### src/rtl/serial_add_pkg.sv
// Shared definitions for the bit-serial adder controller.
// Contents: default operand width and controller state encoding.
// Encoding 2'd3 is unused and is decoded as IDLE by the controller.
package serial_add_pkg;

  localparam int unsigned WIDTH_DEF = 8;

  typedef enum logic [1:0] {
    ST_IDLE = 2'd0,
    ST_RUN  = 2'd1,
    ST_DONE = 2'd2
  } state_e;

endpackage

### src/rtl/serial_bit_cell.sv
// One-bit full-add cell for the serial adder, purely combinational.
// Built from two half adders plus an OR of their carries.
// Ports: a, b, cin (inputs); s, cout (outputs).

// Half adder building block.
module halfadder (
  input  logic a,
  input  logic b,
  output logic s,
  output logic c
);
  assign s = a ^ b;
  assign c = a & b;
endmodule

module serial_bit_cell (
  input  logic a,
  input  logic b,
  input  logic cin,
  output logic s,
  output logic cout
);

  logic s0;
  logic c0;
  logic c1;

  halfadder u_ha0 (.a(a),  .b(b),   .s(s0), .c(c0));
  halfadder u_ha1 (.a(s0), .b(cin), .s(s),  .c(c1));

  assign cout = c0 | c1;

endmodule

### src/rtl/serial_add_ctrl.sv
// Bit-serial adder controller: a single shared full-add cell and a carry
// flop add two WIDTH-bit operands LSB first over WIDTH clock cycles.
// Ports:
//   clk, rst_n       clock, asynchronous active-low reset
//   start_i          request, accepted when ready_o=1
//   a_i, b_i         operands, sampled on the accept edge only
//   sub_i            subtract select (only with SERIAL_ADD_SUB_EN defined)
//   ready_o          high in IDLE
//   busy_o           high in RUN
//   done_o           one-cycle pulse when sum_o/cout_o are updated
//   sum_o, cout_o    registered result, held until the next completion
// Optional feature macro: SERIAL_ADD_SUB_EN (adds sub_i; A-B via ~B + 1).
module serial_add_ctrl
  import serial_add_pkg::*;
#(
  parameter int unsigned WIDTH = WIDTH_DEF
) (
  input  logic             clk,
  input  logic             rst_n,
  input  logic             start_i,
  input  logic [WIDTH-1:0] a_i,
  input  logic [WIDTH-1:0] b_i,
`ifdef SERIAL_ADD_SUB_EN
  input  logic             sub_i,
`endif
  output logic             ready_o,
  output logic             busy_o,
  output logic             done_o,
  output logic [WIDTH-1:0] sum_o,
  output logic             cout_o
);

  localparam int unsigned CNT_W = $clog2(WIDTH + 1);
  localparam logic [CNT_W-1:0] CNT_LAST = CNT_W'(WIDTH - 1);

  state_e           state_q, state_d;
  logic [WIDTH-1:0] a_sr_q, a_sr_d;
  logic [WIDTH-1:0] b_sr_q, b_sr_d;
  logic [WIDTH-1:0] r_sr_q, r_sr_d;
  logic [WIDTH-1:0] sum_q, sum_d;
  logic [CNT_W-1:0] cnt_q, cnt_d;
  logic             carry_q, carry_d;
  logic             cout_q, cout_d;
  logic             ready_q, ready_d;
  logic             busy_q, busy_d;
  logic             done_q, done_d;

  logic             cell_s;
  logic             cell_co;
  logic [WIDTH-1:0] b_load;
  logic             carry_init;

  // Operand B and initial carry as loaded on accept.
`ifdef SERIAL_ADD_SUB_EN
  assign b_load     = sub_i ? ~b_i : b_i;
  assign carry_init = sub_i;
`else
  assign b_load     = b_i;
  assign carry_init = 1'b0;
`endif

  // Shared add cell works on the current LSBs and the carry flop.
  serial_bit_cell u_cell (
    .a    (a_sr_q[0]),
    .b    (b_sr_q[0]),
    .cin  (carry_q),
    .s    (cell_s),
    .cout (cell_co)
  );

  // Next-state and datapath update.
  always_comb begin
    state_d = state_q;
    a_sr_d  = a_sr_q;
    b_sr_d  = b_sr_q;
    r_sr_d  = r_sr_q;
    sum_d   = sum_q;
    cnt_d   = cnt_q;
    carry_d = carry_q;
    cout_d  = cout_q;

    case (state_q)
      ST_RUN: begin
        a_sr_d  = {1'b0, a_sr_q[WIDTH-1:1]};
        b_sr_d  = {1'b0, b_sr_q[WIDTH-1:1]};
        r_sr_d  = {cell_s, r_sr_q[WIDTH-1:1]};
        carry_d = cell_co;
        cnt_d   = cnt_q + CNT_W'(1);
        if (cnt_q == CNT_LAST) begin
          state_d = ST_DONE;
          sum_d   = {cell_s, r_sr_q[WIDTH-1:1]};
          cout_d  = cell_co;
        end
      end
      ST_DONE: begin
        state_d = ST_IDLE;
      end
      default: begin
        // IDLE, and the unused encoding which behaves as IDLE.
        if (start_i) begin
          state_d = ST_RUN;
          a_sr_d  = a_i;
          b_sr_d  = b_load;
          carry_d = carry_init;
          cnt_d   = '0;
        end
      end
    endcase

    // Status flags track the state being entered so they are registered.
    ready_d = (state_d != ST_RUN) && (state_d != ST_DONE);
    busy_d  = (state_d == ST_RUN);
    done_d  = (state_d == ST_DONE);
  end

  // State and datapath registers.
  always_ff @(posedge clk or negedge rst_n) begin
    if (!rst_n) begin
      state_q <= ST_IDLE;
      a_sr_q  <= '0;
      b_sr_q  <= '0;
      r_sr_q  <= '0;
      sum_q   <= '0;
      cnt_q   <= '0;
      carry_q <= 1'b0;
      cout_q  <= 1'b0;
      ready_q <= 1'b1;
      busy_q  <= 1'b0;
      done_q  <= 1'b0;
    end else begin
      state_q <= state_d;
      a_sr_q  <= a_sr_d;
      b_sr_q  <= b_sr_d;
      r_sr_q  <= r_sr_d;
      sum_q   <= sum_d;
      cnt_q   <= cnt_d;
      carry_q <= carry_d;
      cout_q  <= cout_d;
      ready_q <= ready_d;
      busy_q  <= busy_d;
      done_q  <= done_d;
    end
  end

  assign ready_o = ready_q;
  assign busy_o  = busy_q;
  assign done_o  = done_q;
  assign sum_o   = sum_q;
  assign cout_o  = cout_q;

endmodule

### config.mk
export PLATFORM = sky130hd
export DESIGN_NAME = serial_add_ctrl
export DESIGN_NICKNAME = d
export VERILOG_FILES = /design/src/rtl/serial_add_pkg.sv /design/src/rtl/serial_bit_cell.sv /design/src/rtl/serial_add_ctrl.sv
export SDC_FILE = /design/constraint.sdc
export NUM_CORES = 1
export LEC_CHECK = 0
export ABC_AREA = 1
export BUFFER_PORTS_ARGS = -buffer_cell sky130_fd_sc_hd__clkbuf_2
export CORE_MARGIN = 2
export CORE_UTILIZATION = 41
export DETAILED_ROUTE_END_ITERATION = 8
export GPL_TIMING_DRIVEN = 0
export HOLD_SLACK_MARGIN = 0.02
export PLACE_DENSITY = 0.72
export SYNTH_ARGS = -nofsm -noshare
export SYNTH_HDL_FRONTEND = slang
export SYNTH_SLANG_ARGS = --single-unit
### constraint.sdc
create_clock -name clk -period 1.8 [get_ports clk]
set_input_delay 0.18 -clock clk [delete_from_list [all_inputs] [get_ports clk]]
set_output_delay 0.18 -clock clk [all_outputs]
set_load 0.01 [all_outputs]
==> out/summary.txt, run 1 <==
flop2flop setup slack = 190 ps
fin util = 0.504
Fmax = 620 MHz
Peak VDD IR = 0.872 mV
CTS tree = done
worst-margin pin slew = 1020 ps
post-CTS sizing = 0
routability cong. = 0.772
Remaining Overflow, GRT = 0
final setup skew = 4.80 ps
via count = 1439
cells after synthesis = 204
Fin. Hold Viols = 0
worst r2r src = state_q[1]
slowest stage cell, crit path = dfrtp_1
worst r2r path cells = 6
CP Launch Type = register
Antenna diodes = 0
met3 usage = 0.0444
Core ar. = 4410 um^2
Die Height = 72.2 um
worst path required time = 2020 ps
Total Neg Setup Slack = 0 ps
FF-to-FF End = ready_o
complex-gate fraction of the synthesized area = 0.168
Simple-Gate Fraction of Synth Area = 0.166
WS Path Type = reg -> reg
sequential share of the synthesized area = 0.553
multiplexer share of the synthesized area = 0
Mean Syn Cell Area = 9.33 um^2
share of layout cells above drive strength 1 = 0.266
P_leak = 1.08 nW
synth-to-layout area growth = 16.9%
# DRC = 0
Die Area = 5210 um^2
Final Cycle Share = 0.895
status = finished clean
routed wire length = 3.57 mm
Skew-Pair Late Insertion Delay = 290 ps
post-synth top area cell = dfrtp_1
critical path fanouts, max = 19
site row count = 24
first-pass GRT wire length = 6.23 mm
root buf cell = clkbuf_8
DRT iter0 DRCs = 94
crit end category = register
Die Wd = 72.2 um
cell area after synthesis = 1900 um^2
post-cts hold buffer count = 0
initial antenna violation count = 0
yosys warns = 0
number of H-tree levels = 2
routing usage on met2 = 0.232
clock-pin transition on the worst setup and hold timing paths = 80 ps
hold_ws = 48.7 ps
Area contributors post-synth = dfrtp_1 (54%), nand2_1 (7.1%), nor2_1 (6.1%)
RSZ-0062 raised after global routing = false
post-synth top area share = 0.539
FF/Latch Area = 1050 um^2
Post-CTS Setup Bufs = 0
largest net degree at the start of global routing = 43
number of synthesized register bits = 42
Critical Path AT = 1830 ps
Yosys cell types = 22
M1 GR Usage = 0.210
Post-Synth Adder-Cell Area = 0.0434
I/O pin count = 31
Multi-input gate area = 724 um^2
post-route ant nets = 0
XOR/XNOR share of the synthesized area = 0
Fill cells = 420
Hold Path Class = in -> async
Tmin final = 1610 ps
CTS Buf Count = 5
nets@finish = 265
vias per inst = 4.91
fin. max-slew vios = 0
Mapped Nets = 229
CP cell instances = inv_1 -> ha_2 -> buf_6 -> buf_4 -> a31oi_1 -> ha_1
hpwl dp = 2.56 mm
PwrDens = 1770 nW/um^2
clock tree buffer depth = 2
vias in the first global route = 1328
max_cap viols = 0
final setup vio count = 0
Initial Util = 0.431
largest family of logic cells by synthesized area = compound AO/OA/AOI/OAI gates
post-DR wirelength/cell = 12.2 um
Slew headroom = 0.317
TritonCTS Sinks = 42
DR pass1 iterations = 4
total track usage = 0.154
gr busiest metal = met2
PortBufs = 30
Crit path largest cell delay = 400 ps
[through the flow]
step | setup slack, ps | std cells | power, W | cell area, um^2
finish | 188 | 293 | 0.00395 | 2230
global route | 35.3 | 293 | 0.00432 | 2230
CTS | 55.6 | 294 | 0.00401 | 2230
detailed placement | 85.2 | 286 | 0.00328 | 2120
global placement | 111 | 286 | 0.00320 | 2120
floorplan | 229 | 204 | 0.00280 | 1900
[cell type report]
cell class,count,area share
multi-input cells,135,0.325
well taps,52,0.0292
plain buffers,8,0.0259
clock inverters,3,0.0180
flip-flops and latches,42,0.473
repair buffers,30,0.0675
clock buffers,5,0.0309
inverters,18,0.0304
[logic make-up (layout without fill, tap and decap cells)]
kind of cell / count (synthesis) / in the layout
buf+inv: 27 / 64
compound gates: 50 / 50
fa+ha+maj: 6 / 6
flops: 42 / 42
simple gates: 79 / 79
[routing by layer]
| metal | vias up | part of all wire |
|---|---|---|
| li1 | 724 | - |
| met1 | 669 | 0.47 |
| met2 | 41 | 0.46 |
| met3 | 5 | 0.053 |
| met4 | 0 | 0.010 |
| met5 | - | 0 |
[power breakdown]
part / leakage, nW / internal, W / switching (W)
registers: 0.508 / 0.00137 / 0.000228
logic: 0.519 / 0.000675 / 0.000954
clock network: 0.0579 / 0.000408 / 0.000317
total: 1.08 / 0.00245 / 0.00150
[critical path: cells and delay by family, from the launching register on]
kind            cells  cell delay [ps]
buf+inv             3              490
flops               1              400
fa+ha+maj           2              520
compound gates      1              130
[sequential cells by signal (all words and copies together), names as in the netlist]
signal   count
a_sr_q       8
b_sr_q       8
sum_o        8
r_sr_q       7
cnt_q        4
state_q      2
busy_o       1
carry_q      1
cout_o       1
done_o       1
ready_o      1
[cells in the mapped netlist (all sizes together)]
cell,count
dfrtp,41
nand2,38
o21ai,33
nor2,32
inv,18
o21a,12
buf,9
nand3,8
ha,5
a21oi,2
o211ai,2
a31oi,1
dfstp,1
fa,1
or2,1
[worst max-delay path by stage]
stage / startpoint / end / slack, ps / depth (start not counted)
2_1_floorplan: state_q[0] / ready_o / 230 / 6
3_3_place_gp: state_q[0] / ready_o / 110 / 6
4_1_cts: state_q[0] / ready_o / 60 / 6
6_report: state_q[1] / ready_o / 190 / 6
5_1_grt: state_q[1] / ready_o / 40 / 6
3_5_place_dp: state_q[1] / ready_o / 90 / 7
[cell usage in the layout (no fill, tap or decap), drive strengths merged, types with 2 or more instances in the layout]
cell type and n:
a21oi 2, buf 8, clkbuf 35, clkinv 2, dfrtp 41, ha 5, inv 18, nand2 38
nand3 8, nor2 32, o211ai 2, o21a 12, o21ai 33
No activity file was read; power rests on OpenSTA's default activity.
==> run 2: changes to the inputs <==
--- a/config.mk
+++ b/config.mk
@@ -7,6 +7,7 @@
 export LEC_CHECK = 0
 export ABC_AREA = 1
 export BUFFER_PORTS_ARGS = -buffer_cell sky130_fd_sc_hd__clkbuf_2
+export CORE_ASPECT_RATIO = 1.4
 export CORE_MARGIN = 2
 export CORE_UTILIZATION = 41
 export DETAILED_ROUTE_END_ITERATION = 8
==> out/summary.txt, run 2 (same netlist as run 1, synthesis figures left out) <==
Skew-Pair Late Insertion Delay = 290 ps (about the same)
Crit path largest cell delay = 410 ps (about the same)
final setup vio count = 0 (unchanged)
total track usage = 0.156 (+0.00216)
Fin. Hold Viols = 0 (unchanged)
TritonCTS Sinks = 42 (unchanged)
worst-margin pin slew = 1030 ps (+9.44 ps)
Final Cycle Share = 0.947 (+0.0514)
post-route ant nets = 0 (unchanged)
Clock Power Share = 0.183 (about the same)
delay-heaviest family, CP = buffers and inverters
Switching Share = 0.372 (-0.00701)
post-cts hold buffer count = 0 (unchanged)
Die Area = 5210 um^2 (+0.15%)
worst path required time = 2020 ps (about the same)
I/O pin count = 31 (unchanged)
Psw = 0.00146 W (-2.3%)
PortBufs = 30 (unchanged)
Seq pwr share = 0.404 (about the same)
RSZ-0062 raised after global routing = false
commonest non-fill, non-tap cell in the layout = dfrtp_1
CTS Buf Count = 5 (unchanged)
number of H-tree levels = 2 (unchanged)
vias per inst = 4.69 (-4.5%)
clock-pin transition on the worst setup and hold timing paths = 80 ps (about the same)
root buf cell = clkbuf_8
initial antenna violation count = 0 (unchanged)
routability cong. = 0.765 (-0.92%)
PwrDens = 1750 nW/um^2 (-1.3%)
Tmin final = 1700 ps (+92.6 ps)
Slew headroom = 0.310 (-0.00629)
Worst Path Buf+Inv = 4 (+1)
fin. max-slew vios = 0 (unchanged)
P_int = 0.00247 W (+0.61%)
final setup skew = 4.19 ps (-0.610 ps)
max_cap viols = 0 (unchanged)
site row count = 29 (+21%)
P_leak = 1.09 nW (+0.46%)
status = finished clean
Core ar. = 4500 um^2 (+1.9%)
critical path fanouts, max = 10 (-9)
Antenna diodes = 0 (unchanged)
Die Height = 84.6 um (+17%)
Logic pwr share = 0.413 (about the same)
Hold Path Class = in -> async
Initial Util = 0.423 (-0.00816)
vias in the first global route = 1431 (+7.8%)
post-DR wirelength/cell = 11.6 um (-4.4%)
Peak VDD IR = 0.718 mV (-18%)
total power = 0.00393 W (-0.51%)
WS Path Type = reg -> reg
CTS tree = done
DRT iter0 DRCs = 58 (-38%)
routed wire length = 3.54 mm (-0.79%)
Critical Path AT = 1920 ps (+90 ps)
hpwl dp = 2.54 mm (-0.74%)
most frequent CP cell = buf_4
CP Launch Type = register
DR pass1 iterations = 4 (unchanged)
crit end category = register
first-pass GRT wire length = 6.24 mm (+0.11%)
slowest stage cell, crit path = dfrtp_1
Die Wd = 61.6 um (-15%)
Fmax = 587 MHz (-5.4%)
Total Neg Setup Slack = 0 ps (unchanged)
CP cell instances = inv_1 -> ha_2 -> buf_6 -> buf_4 -> buf_4 -> a31oi_1 -> ha_1
via count = 1426 (-0.90%)
nets@finish = 266 (+0.38%)
largest net degree at the start of global routing = 43 (unchanged)
synth-to-layout area growth = 17.8%
share of layout cells above drive strength 1 = 0.264 (-0.00110)
# DRC = 0 (unchanged)
Post-CTS Setup Bufs = 0 (unchanged)
commonest non-fill, non-tap cells in the layout = dfrtp_1 (41), nand2_1 (36), nor2_1 (31)
clock tree buffer depth = 2 (unchanged)
Remaining Overflow, GRT = 0 (unchanged)
[run 2: per-layer routing]
| layer | vias up | routed length (um) | global-route usage |
|---|---|---|---|
| met5 | - | 0 | 0 |
| met4 | 0 | 27 | 0.0464 |
| met3 | 2 | 123 | 0.0416 |
| met2 | 27 | 1850 | 0.256 |
| met1 | 673 | 1530 | 0.195 |
| li1 | 724 | - | - |
[run 2: power by group through the flow]
stage                     logic, W  registers, W  clock network, W
after floorplan            0.00118       0.00162                 0
after global placement     0.00160       0.00159                 0
after detailed placement   0.00166       0.00161                 0
after CTS                  0.00166       0.00159          0.000740
after global routing       0.00190       0.00164          0.000788
final                      0.00162       0.00159          0.000718
[run 2: what timing repair did]
item	CTS	global route
setup endpoints to repair	0	1
gates resized for setup	0	1
endpoints found under the hold margin	0	0
[run 2: cell type report]
type                    count  area, um^2
flip-flops and latches     42        1050
repair buffers             30         150
inverters                  18        67.6
well taps                  62        77.6
fillers                   465        2260
plain buffers               9        65.1
clock inverters             3        40.0
multi-input cells         135         722
clock buffers               5        68.8
[run 2: per-stage QoR]
step | worst slack, ps | utilization | cells | area, um^2 | hold WS [ps]
floorplan | 229 | - | 204 | 1900 | -116
detailed placement | 64.9 | 0.474 | 296 | 2130 | 409
CTS | 42.9 | 0.498 | 304 | 2240 | 93.2
global route | 0.331 | 0.499 | 304 | 2240 | 134
finish | 95.8 | 0.499 | 304 | 2240 | 62.5
global placement | 96.9 | 0.474 | 296 | 2130 | 403
[run 2: path summary, 6_finish.rpt]
check	startpoint	end	slack, ps	cells past startpoint
max	state_q[1]	ready_o	100	7
min	rst_n	state_q[0]	60	1
max reg2reg	state_q[1]	ready_o	100	7
min reg2reg	sum_o[4]	sum_o[4]	480	2
max in group asynchronous	rst_n	carry_q	1110	1
min in group clk	a_i[6]	a_sr_q[6]	130	3
==> run 3: changes to the inputs <==
--- a/config.mk
+++ b/config.mk
@@ -7,13 +7,16 @@
 export LEC_CHECK = 0
 export ABC_AREA = 1
 export BUFFER_PORTS_ARGS = -buffer_cell sky130_fd_sc_hd__clkbuf_2
+export CELL_PAD_IN_SITES_DETAIL_PLACEMENT = 1
+export CELL_PAD_IN_SITES_GLOBAL_PLACEMENT = 1
 export CORE_ASPECT_RATIO = 1.4
 export CORE_MARGIN = 2
 export CORE_UTILIZATION = 41
 export DETAILED_ROUTE_END_ITERATION = 8
 export GPL_TIMING_DRIVEN = 0
 export HOLD_SLACK_MARGIN = 0.02
-export PLACE_DENSITY = 0.72
+export PLACE_DENSITY = 0.87
+export RECOVER_POWER = 100
 export SYNTH_ARGS = -nofsm -noshare
 export SYNTH_HDL_FRONTEND = slang
 export SYNTH_SLANG_ARGS = --single-unit
==> out/summary.txt, run 3 (same netlist as run 1, synthesis figures left out) <==
slowest stage cell, crit path = dfrtp_1
via count = 1486 (+4.2%)
Fmax = 619 MHz (+5.4%)
Post-CTS Setup Bufs = 0 (unchanged)
PortBufs = 30 (unchanged)
crit path to = ready_o
final setup skew = 4.81 ps (+0.625 ps)
commonest non-fill, non-tap cell in the layout = dfrtp_1
clock tree buffer depth = 2 (unchanged)
post-route ant nets = 0 (unchanged)
placed cells = 296 (unchanged)
post-CTS sizing = 0 (unchanged)
flop2flop setup slack = 180 ps (+90 ps)
PwrDens = 1720 nW/um^2 (-2.0%)
DR pass1 iterations = 3 (-1)
CTS Buf Count = 5 (unchanged)
fin. max-slew vios = 0 (unchanged)
first-pass GRT wire length = 6.95 mm (+11%)
worst path required time = 2020 ps (about the same)
Skew-Pair Late Insertion Delay = 290 ps (about the same)
RSZ-0062 raised after global routing = false
Non-Filler Instances = 303 (-0.33%)
WS Path Type = reg -> reg
CP cell instances = inv_1 -> ha_2 -> buf_6 -> buf_4 -> a31oi_1 -> ha_1
Core ar. = 4500 um^2 (unchanged)
Total Neg Setup Slack = 0 ps (unchanged)
Slew headroom = 0.319 (+0.00889)
DRT iter0 DRCs = 43 (-26%)
Critical Path Source = state_q[1]
post-DR wirelength/cell = 12.8 um (+9.9%)
Die Height = 84.6 um (unchanged)
Tmin final = 1620 ps (-87.7 ps)
P_leak = 1.03 nW (-5.4%)
I/O pin count = 31 (unchanged)
FF-to-FF End = ready_o
number of H-tree levels = 2 (unchanged)
TritonCTS Sinks = 42 (unchanged)
Multi-input gate area = 699 um^2 (-3.1%)
CTS tree = done
vias in the first global route = 1596 (+12%)
Hold Path Class = in -> async
Crit path largest cell delay = 410 ps (about the same)
Initial Util = 0.423 (unchanged)
site row count = 29 (unchanged)
Fin. Hold Viols = 0 (unchanged)
share of layout cells above drive strength 1 = 0.187 (-0.0777)
Remaining Overflow, GRT = 0 (unchanged)
total track usage = 0.174 (+0.0181)
nets@finish = 265 (-0.38%)
clock-pin transition on the worst setup and hold timing paths = 80 ps (about the same)
worst r2r src = state_q[1]
largest net degree at the start of global routing = 43 (unchanged)
Final Cycle Share = 0.898 (-0.0487)
Fill cells = 573 (+23%)
crit end category = register
Antenna diodes = 0 (unchanged)
Peak VDD IR = 0.810 mV (+13%)
CP Launch Type = register
post-cts hold buffer count = 0 (unchanged)
worst r2r path cells = 6 (-1)
max_cap viols = 0 (unchanged)
Critical Path AT = 1830 ps (-90 ps)
Die Wd = 61.6 um (unchanged)
critical path fanouts, max = 19 (+9)
routed wire length = 3.88 mm (+9.6%)
vias per inst = 4.90 (+4.6%)
FF/Latch Area = 1050 um^2 (unchanged)
worst-margin pin slew = 1020 ps (-13.3 ps)
Die Area = 5210 um^2 (unchanged)
root buf cell = clkbuf_8
# DRC = 0 (unchanged)
final setup vio count = 0 (unchanged)
hpwl dp = 2.96 mm (+16%)
initial antenna violation count = 0 (unchanged)
status = finished clean
synth-to-layout area growth = 14.7%
routability cong. = 0.741 (-3.1%)
commonest non-fill, non-tap cells in the layout = dfrtp_1 (41), nand2_1 (36), nor2_1 (31)
run 3: cell types whose count changed in the layout (fill, tap and decap cells not counted), sizes merged:
cell,delta
clkbuf,+5
clkinv,-1
buf,-5
bufinv,-1
clkinvlp,+1
run 3: worst max-delay path, delay by kind of cell (launching register included):
kind / cells / cell delay, ps
buffers and inverters: 3 / 480
AO/OA/AOI/OAI: 1 / 130
flip-flops: 1 / 410
adder cells (fa/ha/maj): 2 / 510
run 3: metal layers:
metal  vias to the layer above  part of all wire  track usage
li1                        726                 -            -
met2                        24              0.55        0.316
met1                       733              0.40        0.197
met3                         3             0.038       0.0447
met5                         -                 0            0
met4                         0            0.0080       0.0348
run 3: final cells by class:
type / count / share of cell area
timing repair buffer: 30 / 0.0619
clock inverter: 2 / 0.00573
tap: 62 / 0.0355
clock buffer: 6 / 0.0378
multi-input combinational: 135 / 0.320
sequential: 42 / 0.482
buffer: 8 / 0.0263
inverter: 18 / 0.0309
run 3: worst min-delay path by stage:
| stage | from | to | slack, ps | cells past startpoint |
|---|---|---|---|---|
| 2_1_floorplan | rst_n | a_sr_q[0] | -120 | 0 |
| 3_3_place_gp | rst_n | done_o | 410 | 1 |
| 3_5_place_dp | rst_n | done_o | 410 | 1 |
| 4_1_cts | rst_n | done_o | 100 | 1 |
| 5_1_grt | rst_n | sum_o[5] | 120 | 1 |
| 6_report | rst_n | done_o | 60 | 1 |
run 3: per-stage QoR:
stage          cell area [um^2]  setup slack, ps  total power, W   util  hold slack (ps)
2_1_floorplan              1900              229         0.00280      -             -116
3_3_place_gp               2130             72.2         0.00320  0.474              415
3_5_place_dp               2130             30.9         0.00332  0.474              410
4_1_cts                    2230             16.7         0.00396  0.495             95.9
5_1_grt                    2180             28.8         0.00417  0.486              123
6_report                   2180              184         0.00375  0.486             55.7
run 3: where the power goes:
part	total (W)	switching (W)	internal, W	leakage, nW
sequential	0.00160	0.000229	0.00137	0.508
combinational	0.00153	0.000919	0.000614	0.476
clock	0.000620	0.000312	0.000308	0.0472
total	0.00375	0.00146	0.00229	1.03
